`src/rtl/fpga_pll_pkg.sv`:
```
// fpga_pll_pkg: sequencer states, default timing constants and a saturating status-counter helper
package fpga_pll_pkg;
  typedef enum logic [2:0] {HOLD, WAIT_LOCK, STABLE, RUN, FAIL} pll_seq_state_t;
  localparam int RST_HOLD_CYC_DEF = 200;
  localparam int LOCK_TIMEOUT_CYC_DEF = 20000;
  localparam int STABLE_CYC_DEF = 1024;
  localparam int MAX_RETRY_DEF = 4;
  localparam int CNT_W_DEF = 16;
  localparam int STAT_W = 8;
  function automatic logic [STAT_W-1:0] sat_inc(input logic [STAT_W-1:0] v);
    return (&v) ? v : v + 1'b1;
  endfunction
endpackage

```
`src/rtl/fpga_pll_rst_seq_if.sv`:
```
// fpga_pll_rst_seq_if: PLL control and status bundle; master = sequencer, slave = PLL/consumer side
interface fpga_pll_rst_seq_if;
  import fpga_pll_pkg::*;
  logic pll_locked_i;
  logic pll_rst_n_o;
  logic ready_o;
  logic fail_o;
  logic [STAT_W-1:0] retry_cnt_o;
  logic [STAT_W-1:0] loss_cnt_o;
  modport master (input pll_locked_i, output pll_rst_n_o, ready_o, fail_o, retry_cnt_o, loss_cnt_o);
  modport slave (output pll_locked_i, input pll_rst_n_o, ready_o, fail_o, retry_cnt_o, loss_cnt_o);
endinterface

```
`src/rtl/fpga_sync_2ff.sv`:
```
// fpga_sync_2ff: two-flop synchronizer for a single asynchronous level
module fpga_sync_2ff (
  input  logic clk,
  input  logic rst_n,
  input  logic d,
  output logic q
);
  logic meta;
  always_ff @(posedge clk or negedge rst_n)
    if (!rst_n) {q, meta} <= 2'b00;
    else {q, meta} <= {meta, d};
endmodule

```
`src/rtl/fpga_pll_rst_seq.sv`:
```
// fpga_pll_rst_seq: PLL reset/lock sequencer with timeout retry and lock-stability qualification
// Optional `PLL_RETRY_LIMIT_EN: enter terminal FAIL after MAX_RETRY consecutive timeouts.
module fpga_pll_rst_seq
  import fpga_pll_pkg::*;
#(
  parameter int RST_HOLD_CYC = RST_HOLD_CYC_DEF,
  parameter int LOCK_TIMEOUT_CYC = LOCK_TIMEOUT_CYC_DEF,
  parameter int STABLE_CYC = STABLE_CYC_DEF,
  parameter int MAX_RETRY = MAX_RETRY_DEF,
  parameter int CNT_W = CNT_W_DEF
) (
  input logic clk,
  input logic rst_n,
  fpga_pll_rst_seq_if.master bus
);
`ifdef PLL_RETRY_LIMIT_EN
  localparam bit LIMIT_EN = 1'b1;
`else
  localparam bit LIMIT_EN = 1'b0;
`endif
  localparam logic [CNT_W-1:0] HOLD_END = CNT_W'(RST_HOLD_CYC - 1);
  localparam logic [CNT_W-1:0] TO_END = CNT_W'(LOCK_TIMEOUT_CYC - 1);
  localparam logic [CNT_W-1:0] STAB_END = CNT_W'(STABLE_CYC - 1);
  localparam logic [STAT_W-1:0] RETRY_LIM = STAT_W'(MAX_RETRY);
  pll_seq_state_t state_q, state_d;
  logic [CNT_W-1:0] timer_q, timer_d;
  logic [STAT_W-1:0] retry_q, retry_d, loss_q, loss_d;
  logic lock_s;
  fpga_sync_2ff u_sync (.clk(clk), .rst_n(rst_n), .d(bus.pll_locked_i), .q(lock_s));
  always_ff @(posedge clk or negedge rst_n)
    if (!rst_n) begin
      state_q <= HOLD;
      timer_q <= '0;
      retry_q <= '0;
      loss_q <= '0;
    end else begin
      state_q <= state_d;
      timer_q <= timer_d;
      retry_q <= retry_d;
      loss_q <= loss_d;
    end
  // Every state transition restarts the shared timer from zero.
  always_comb begin
    state_d = state_q;
    timer_d = '0;
    retry_d = retry_q;
    loss_d = loss_q;
    case (state_q)
      HOLD:
        if (timer_q == HOLD_END) state_d = WAIT_LOCK;
        else timer_d = timer_q + 1'b1;
      WAIT_LOCK:
        if (lock_s) state_d = STABLE;
        else if (timer_q == TO_END) begin
          retry_d = sat_inc(retry_q);
          state_d = (LIMIT_EN && retry_d >= RETRY_LIM) ? FAIL : HOLD;
        end else timer_d = timer_q + 1'b1;
      STABLE:
        if (!lock_s) state_d = WAIT_LOCK;
        else if (timer_q == STAB_END) begin
          state_d = RUN;
          retry_d = '0;
        end else timer_d = timer_q + 1'b1;
      RUN:
        if (!lock_s) begin
          state_d = HOLD;
          loss_d = sat_inc(loss_q);
        end
      default: state_d = state_q;
    endcase
  end
  assign bus.pll_rst_n_o = !(state_q inside {HOLD, FAIL});
  assign bus.ready_o = state_q == RUN;
  assign bus.fail_o = state_q == FAIL;
  assign bus.retry_cnt_o = retry_q;
  assign bus.loss_cnt_o = loss_q;
endmodule
```
`src/flat_wrapper.sv`:
```
// flat-port wrapper written by rule: the top's interface ports become plain ports
module fpga_pll_rst_seq_flat import fpga_pll_pkg::*;
#(
  parameter int RST_HOLD_CYC = RST_HOLD_CYC_DEF,
  parameter int LOCK_TIMEOUT_CYC = LOCK_TIMEOUT_CYC_DEF,
  parameter int STABLE_CYC = STABLE_CYC_DEF,
  parameter int MAX_RETRY = MAX_RETRY_DEF,
  parameter int CNT_W = CNT_W_DEF
)
  (clk, rst_n, bus_pll_locked_i, bus_pll_rst_n_o, bus_ready_o, bus_fail_o, bus_retry_cnt_o, bus_loss_cnt_o);
  fpga_pll_rst_seq_if bus_i ();
  input logic clk;
  input logic rst_n;
  input wire logic [$bits(bus_i.pll_locked_i)-1:0] bus_pll_locked_i;
  output wire logic [$bits(bus_i.pll_rst_n_o)-1:0] bus_pll_rst_n_o;
  output wire logic [$bits(bus_i.ready_o)-1:0] bus_ready_o;
  output wire logic [$bits(bus_i.fail_o)-1:0] bus_fail_o;
  output wire logic [$bits(bus_i.retry_cnt_o)-1:0] bus_retry_cnt_o;
  output wire logic [$bits(bus_i.loss_cnt_o)-1:0] bus_loss_cnt_o;
  assign bus_i.pll_locked_i = bus_pll_locked_i;
  assign bus_pll_rst_n_o = bus_i.pll_rst_n_o;
  assign bus_ready_o = bus_i.ready_o;
  assign bus_fail_o = bus_i.fail_o;
  assign bus_retry_cnt_o = bus_i.retry_cnt_o;
  assign bus_loss_cnt_o = bus_i.loss_cnt_o;
  fpga_pll_rst_seq #(.RST_HOLD_CYC(RST_HOLD_CYC), .LOCK_TIMEOUT_CYC(LOCK_TIMEOUT_CYC), .STABLE_CYC(STABLE_CYC), .MAX_RETRY(MAX_RETRY), .CNT_W(CNT_W)) u_core (.clk(clk), .rst_n(rst_n), .bus(bus_i));
endmodule
```
`config.mk`:
```
export PLATFORM = sky130hd
export DESIGN_NAME = fpga_pll_rst_seq_flat
export DESIGN_NICKNAME = d
export VERILOG_FILES = /design/src/rtl/fpga_pll_pkg.sv /design/src/rtl/fpga_pll_rst_seq_if.sv /design/src/rtl/fpga_sync_2ff.sv /design/src/rtl/fpga_pll_rst_seq.sv /design/src/flat_wrapper.sv
export SDC_FILE = /design/constraint.sdc
export NUM_CORES = 1
export LEC_CHECK = 0
export ABC_AREA = 1
export BUFFER_PORTS_ARGS = -buffer_cell sky130_fd_sc_hd__buf_2
export CORE_ASPECT_RATIO = 0.8
export CORE_UTILIZATION = 56
export CTS_CLUSTER_DIAMETER = 50
export DETAILED_ROUTE_END_ITERATION = 6
export GPL_TIMING_DRIVEN = 0
export PLACE_DENSITY_LB_ADDON = 0.12
export SYNTH_ARGS = -nofsm -noshare
export SYNTH_HDL_FRONTEND = slang
export SYNTH_SLANG_ARGS = --single-unit
```
`constraint.sdc`:
```
create_clock -name clk -period 3.2 [get_ports clk]
set_input_delay 0.48 -clock clk [delete_from_list [all_inputs] [get_ports clk]]
set_output_delay 0.48 -clock clk [all_outputs]
set_load 0.03 [all_outputs]
```
**Yosys cells after proc, flatten, opt, wreduce, memory -nomap -nowiden**

Cells that the tools add are included.

- Shifts and indexed selects: 0
- Div/mod/pow operators: 0
- Reductions and logical operators: 10
- Equal/unequal tests: 16
- Bitwise gates (word level): 2
- Multiply operators: 0
- Muxes and demuxes: 19
- Magnitude comparators: 0
- Add/subtract/negate cells: 3

Operators with widths:

| cell | count |
|---|---|
| $mux 16 | 5 |
| $pmux 16 s3 | 1 |
| $mux 8 | 5 |
| $mux 3 | 6 |
| $add 16x1->16 const B | 1 |
| $add 8x1->8 const B | 2 |
| $eq 16x10->1 const B | 1 |
| $eq 16x15->1 const B | 1 |
| $eq 16x8->1 const B | 1 |
| $pmux 8 s2 | 1 |
| $reduce_and 8->1 | 2 |
| $pmux 3 s4 | 1 |
| $ne 2x2->1 const B | 4 |
| $eq 3x2->1 const B | 2 |
| $ne 2x1->1 const B | 3 |
| $ne 3x2->1 const B | 2 |
| $reduce_and 6->1 | 1 |
| $reduce_and 5->1 | 1 |
| $reduce_bool 2->1 | 2 |
| $reduce_bool 4->1 | 1 |
| $eq 3x1->1 const B | 1 |
| $eq 3x3->1 const B | 1 |
| $logic_not 3->1 | 1 |
| $reduce_and 3->1 | 1 |
| other kinds (2) | 3 |

- Logic and storage cells: 56
- RAM bits: 0
- Bits in latches: 0
- Memories: 0
- Flip-flop bits (word level): 37
- Output and inout port bits: 19
- ROM bits: 0
- Bits of input ports: 3

**Longest topological paths before layout**

- Depth in word-level cells: 5
- Gate-level depth with buffers: 11

**Hierarchy**

Synthesis repeated with hierarchy kept, for this count alone.

- Cells, all modules: 304
- Area total of the unflattened synthesis: 2313.5 um^2

By module, submodules not included:

| module | instances | area an instance (um^2) | cells each |
|---|---|---|---|
| fpga_pll_rst_seq | 1 | 2263.4 | 302 |
| fpga_sync_2ff | 1 | 50.0 | 2 |

**Worst setup path after synthesis**

Ideal clock, no wire load.

- Path type: register to register
- From: register u_core.loss_q[1], in the netlist u_core.bus.loss_cnt_o[1]
- To: register u_core.loss_q[3], in the netlist u_core.bus.loss_cnt_o[3]
- Slack: 1.588 ns
- Stages on the path, launching flop included: 9
- Data arrival time: 1.494 ns
- Path buffers: 0
- Setup time: 0.118 ns
- Path through: dfrtp_1 > ha_1 > nand2_1 > nor2_1 > nand3_1 > nand3_2 > inv_1 > nand3b_1 > nand2_1

- Word-level cells in the longest chain between the ends: 3
- Elaborated cells between the ends (all ways): 4
- Classes of those cells: add/sub: 1; bitwise: 1; reduce/logical: 2

Ends and longest elaborated chain:

| element | RTL line | text |
|---|---|---|
| start, declared | fpga_pll_rst_seq.sv:27 | `logic [STAT_W-1:0] retry_q, retry_d, loss_q, loss_d;` |
| start signal, assigned | fpga_pll_rst_seq.sv:40 | `loss_q <= loss_d;` |
| parallel branches: the longest is 3 deep, another holds $add 8x1->8 | n/a |  |

Several ways; the timed one is not identified.
A chain may end at the register's enable or synchronous reset.

**Final worst setup path**

- From: register u_core.state_q[0]
- To: output port bus_pll_rst_n_o

- Word-level cells in the longest chain between the ends: 3
- Elaborated cells between the ends (all ways): 4
- Classes of those cells: eq/ne: 1; reduce/logical: 3

Ends and longest elaborated chain:

| element | RTL line | text |
|---|---|---|
| start, declared | fpga_pll_rst_seq.sv:25 | `pll_seq_state_t state_q, state_d;` |
| start signal, assigned | fpga_pll_rst_seq.sv:37 | `state_q <= state_d;` |
| $eq 3x3->1 / $logic_not 3->1 (equally long branches) | fpga_pll_rst_seq.sv:72 | `assign bus.pll_rst_n_o = !(state_q inside {HOLD, FAIL});` |
| $reduce_bool 2->1 (*) | fpga_pll_rst_seq.sv:72 |  |
| $logic_not 1->1 (*) | fpga_pll_rst_seq.sv:72 |  |
| end, declared | flat_wrapper.sv:15 | `output wire logic [$bits(bus_i.pll_rst_n_o)-1:0] bus_pll_rst_n_o;` |

Mark *: on every way between the ends. The rest lies on a longest branch, timed or not.

==> impl_metrics.yaml <==
worst_setup_path:
  max_stage_delay_ns: 0.43
  critical_path_depth: 4
  critPathArrivalTime_ns: 1.34
  worstSetupPathType: "reg -> out"
  regToRegStartpoint: "u_core.state_q[1]"
  critPathTopFamily: "flip-flops"
  critPathCapture: "bus_pll_rst_n_o"
  startpoint_type: "register"
  critPathLaunch: "u_core.state_q[0]"
  worstSetupEndpointType: "output port"
  r2r_slack_ns: 1.48
  path_cells: "inv_1 -> ha_1 -> inv_1 -> buf_2"
  worstPathRequired_ns: 2.72
  r2r-end: "u_core.bus.retry_cnt_o[5]"
  path_buf_inv: 3
  crit_top_cell: "inv_1"
  crit_slowest_cell: "dfrtp_1"
  crit_fanout: 5
  reg2reg_depth: 10
logic_synthesis:
  yosysSeqAreaShare_pct: 40.3
  ys_types: 30
  ys_warn_count: 0
  netlist_area_um2: 2240
  synth_area_per_cell_um2: 8.07
  synthesis.nets: 288
  synth-seq-cells: 36
  syn_inst: 277
cts:
  cts_buffer_depth: 2
  hold_buffers: 0
  cts.sinks: 36
  cts-root-buf: "clkbuf_8"
  postCtsSetupBuffers: 0
  clk_pin_slew_worst_paths_ns: 0.08
  cts_resized: 0
  cts_tree: "done"
  cts_buffers: 5
  htree_levels: 2
  clkLatencyLatePin_ns: 0.29
timing:
  min_period_ns: 1.82
  hold_viol_final: 0
  tightest_slew_ns: 0.801
  report.final.slew_viol_count: 0
  grt_setup_unrepaired: "no"
  finalSetupViolCount: 0
  setup_tns_ns: 0
  relSlewSlack_pct: 46.6
  max_freq_mhz: 551
  fin_crit_sh_pct: 56.8
  clock_skew_ns: 0.00786
cells_and_area:
  n_fill_cell: 341
  syn2layout_area_growth_pct: 11.7
  nNetsFinal: 315
  multi_input_area_um2: 1180
  fin_cells: 360
  antenna_cells: 0
  finalInstanceArea_um2: 2500
  ff_latch_area_um2: 901
  final_layout_size_suffix_gt1_share_pct: 24.3
power_and_ir_drop:
  finalPower_uw: 803
  leakagePower_nw: 1.25
  peakVddDrop_mv: 0.263
  p_per_area_nw_per_um2: 322
floorplanning:
  design.core.area_um2: 3800
  num_rows: 20
  die-width_um: 72.6
  start_util_pct: 58.8
  die_height_um: 58.5
  boundaryPins: 22
  fp.dieArea_um2: 4250
placed_design:
  dp.cells: 352
  place_area_um2: 2400
  place.gp.congestion: 0.893
  place_hpwl_um: 2980
  io_buffers: 20
drt:
  dr.first_iter.drc_count: 110
  highest_layer: "met4"
  via_per_inst: 4.91
  wl_met3_um: 154
  post-route-drc-count: 0
  dr.pass1.iters: 4
  wl_met2_um: 1790
  ant_nets: 0
  wl_per_cell_um: 11.5
  routed_wirelength_um: 4140
  vias: 1769
  m1WireLength_um: 2140
outcome:
  status: "completed"
worst_hold_path:
  hold_path_class: "in -> async"
grt:
  grt_max_degree: 37
  grt_pass1_wl_um: 6980
  grt_usage_pct: 22.0
  grt_pass1_vias: 1521
  gr-total-overflow: 0
  antenna_found_initial: 0
flow_run:
  maxCapViolCount: 0
-- power breakdown --
group          internal (mW)  switching, mW
logic                0.00181         0.0109
clock network          0.172          0.162
registers              0.456       0.000873
-- registers in the layout (all words and copies together), names as in the netlist --
signal	cells
u_core.timer_q	16
u_core.state_q	2
u_core.u_sync.q	1
u_core.bus.loss_cnt_o	8
u_core.u_sync.meta	1
u_core.bus.retry_cnt_o	8
-- Yosys cell counts --
cell type	instances	area [µm²]
nand3b_1	3	22.5
a211oi_1	1	7.51
nand2_1	71	267
xnor2_1	7	61.3
buf_8	1	15.0
conb_1	1	3.75
a21oi_1	4	20.0
nor2_1	32	120
nand3_1	15	75.1
dfrtp_1	36	901
nand3_2	2	20.0
buf_6	1	11.3
ha_1	8	100
buf_4	2	15.0
nor2_2	12	75.1
clkinv_1	1	3.75
o21ai_4	1	16.3
xor2_1	11	96.3
nor3_1	2	10.0
o21ai_0	4	20.0
nand3_4	1	17.5
o21ai_2	6	52.6
nand4_1	9	56.3
or2_2	2	12.5
inv_1	26	97.6
inv_2	1	3.75
nor2_4	3	33.8
clkinv_2	1	5.00
nand2_4	3	33.8
nand2_2	10	62.6
-- cell type report --
class	instances	area share, %
repair buffers	20	4.01
flip-flops and latches	36	36.1
clock buffers	6	3.31
well taps	55	2.76
multi-input cells	208	47.4
inverters	29	4.41
plain buffers	4	1.65
clock inverters	2	0.401
-- per-layer routing --
layer | up-vias | global-route usage (%)
met4 | 0 | 8.40
li1 | 915 | -
met3 | 7 | 5.14
met2 | 35 | 31.8
met1 | 812 | 32.1
met5 | - | 0
-- cell families (layout without fill, tap and decap cells) --
| logic type | after synthesis | after routing | share of synthesized area (%) |
|---|---|---|---|
| simple gates | 165 | 165 | 36.0 |
| xor+xnor | 18 | 18 | 7.05 |
| fa+ha+maj | 8 | 8 | 4.48 |
| flops | 36 | 36 | 40.3 |
| other cells | 1 | 1 | 0.168 |
| buf+inv | 33 | 61 | 6.77 |
| compound gates | 16 | 16 | 5.20 |
-- cell usage in the layout (no fill, tap or decap), types with 3 or more instances in the layout --
cell      count
o21ai_0       4
clkbuf_8      6
xor2_1       11
inv_1        26
ha_1          8
nand3_1      15
nand2_1      71
nand2_4       3
xnor2_1       7
clkinv_2      3
nand3b_1      3
nor2_4        3
buf_2        20
o21ai_2       6
nand2_2      10
nor2_1       32
a21oi_1       4
nor2_2       12
nand4_1       9
dfrtp_1      36
-- through the flow --
stage	setup slack, ns	utilization (%)	hold WS (ns)
4_1_cts	1.36	65.7	0.285
6_report	1.38	65.7	0.270
3_3_place_gp	1.51	63.2	0.334
5_1_grt	1.28	65.7	0.277
2_1_floorplan	1.59	-	0.184
3_5_place_dp	1.49	63.2	0.340
-- worst min path at each step --
stage,from,to,slack (ns)
global route,bus_pll_locked_i,u_core.u_sync.meta,0.28
floorplan,rst_n,u_core.bus.loss_cnt_o[0],0.18
finish,rst_n,u_core.bus.retry_cnt_o[7],0.27
detailed placement,u_core.u_sync.meta,u_core.u_sync.q,0.34
CTS,bus_pll_locked_i,u_core.u_sync.meta,0.28
global placement,u_core.u_sync.meta,u_core.u_sync.q,0.33
No activity file was read; power rests on OpenSTA's default activity.
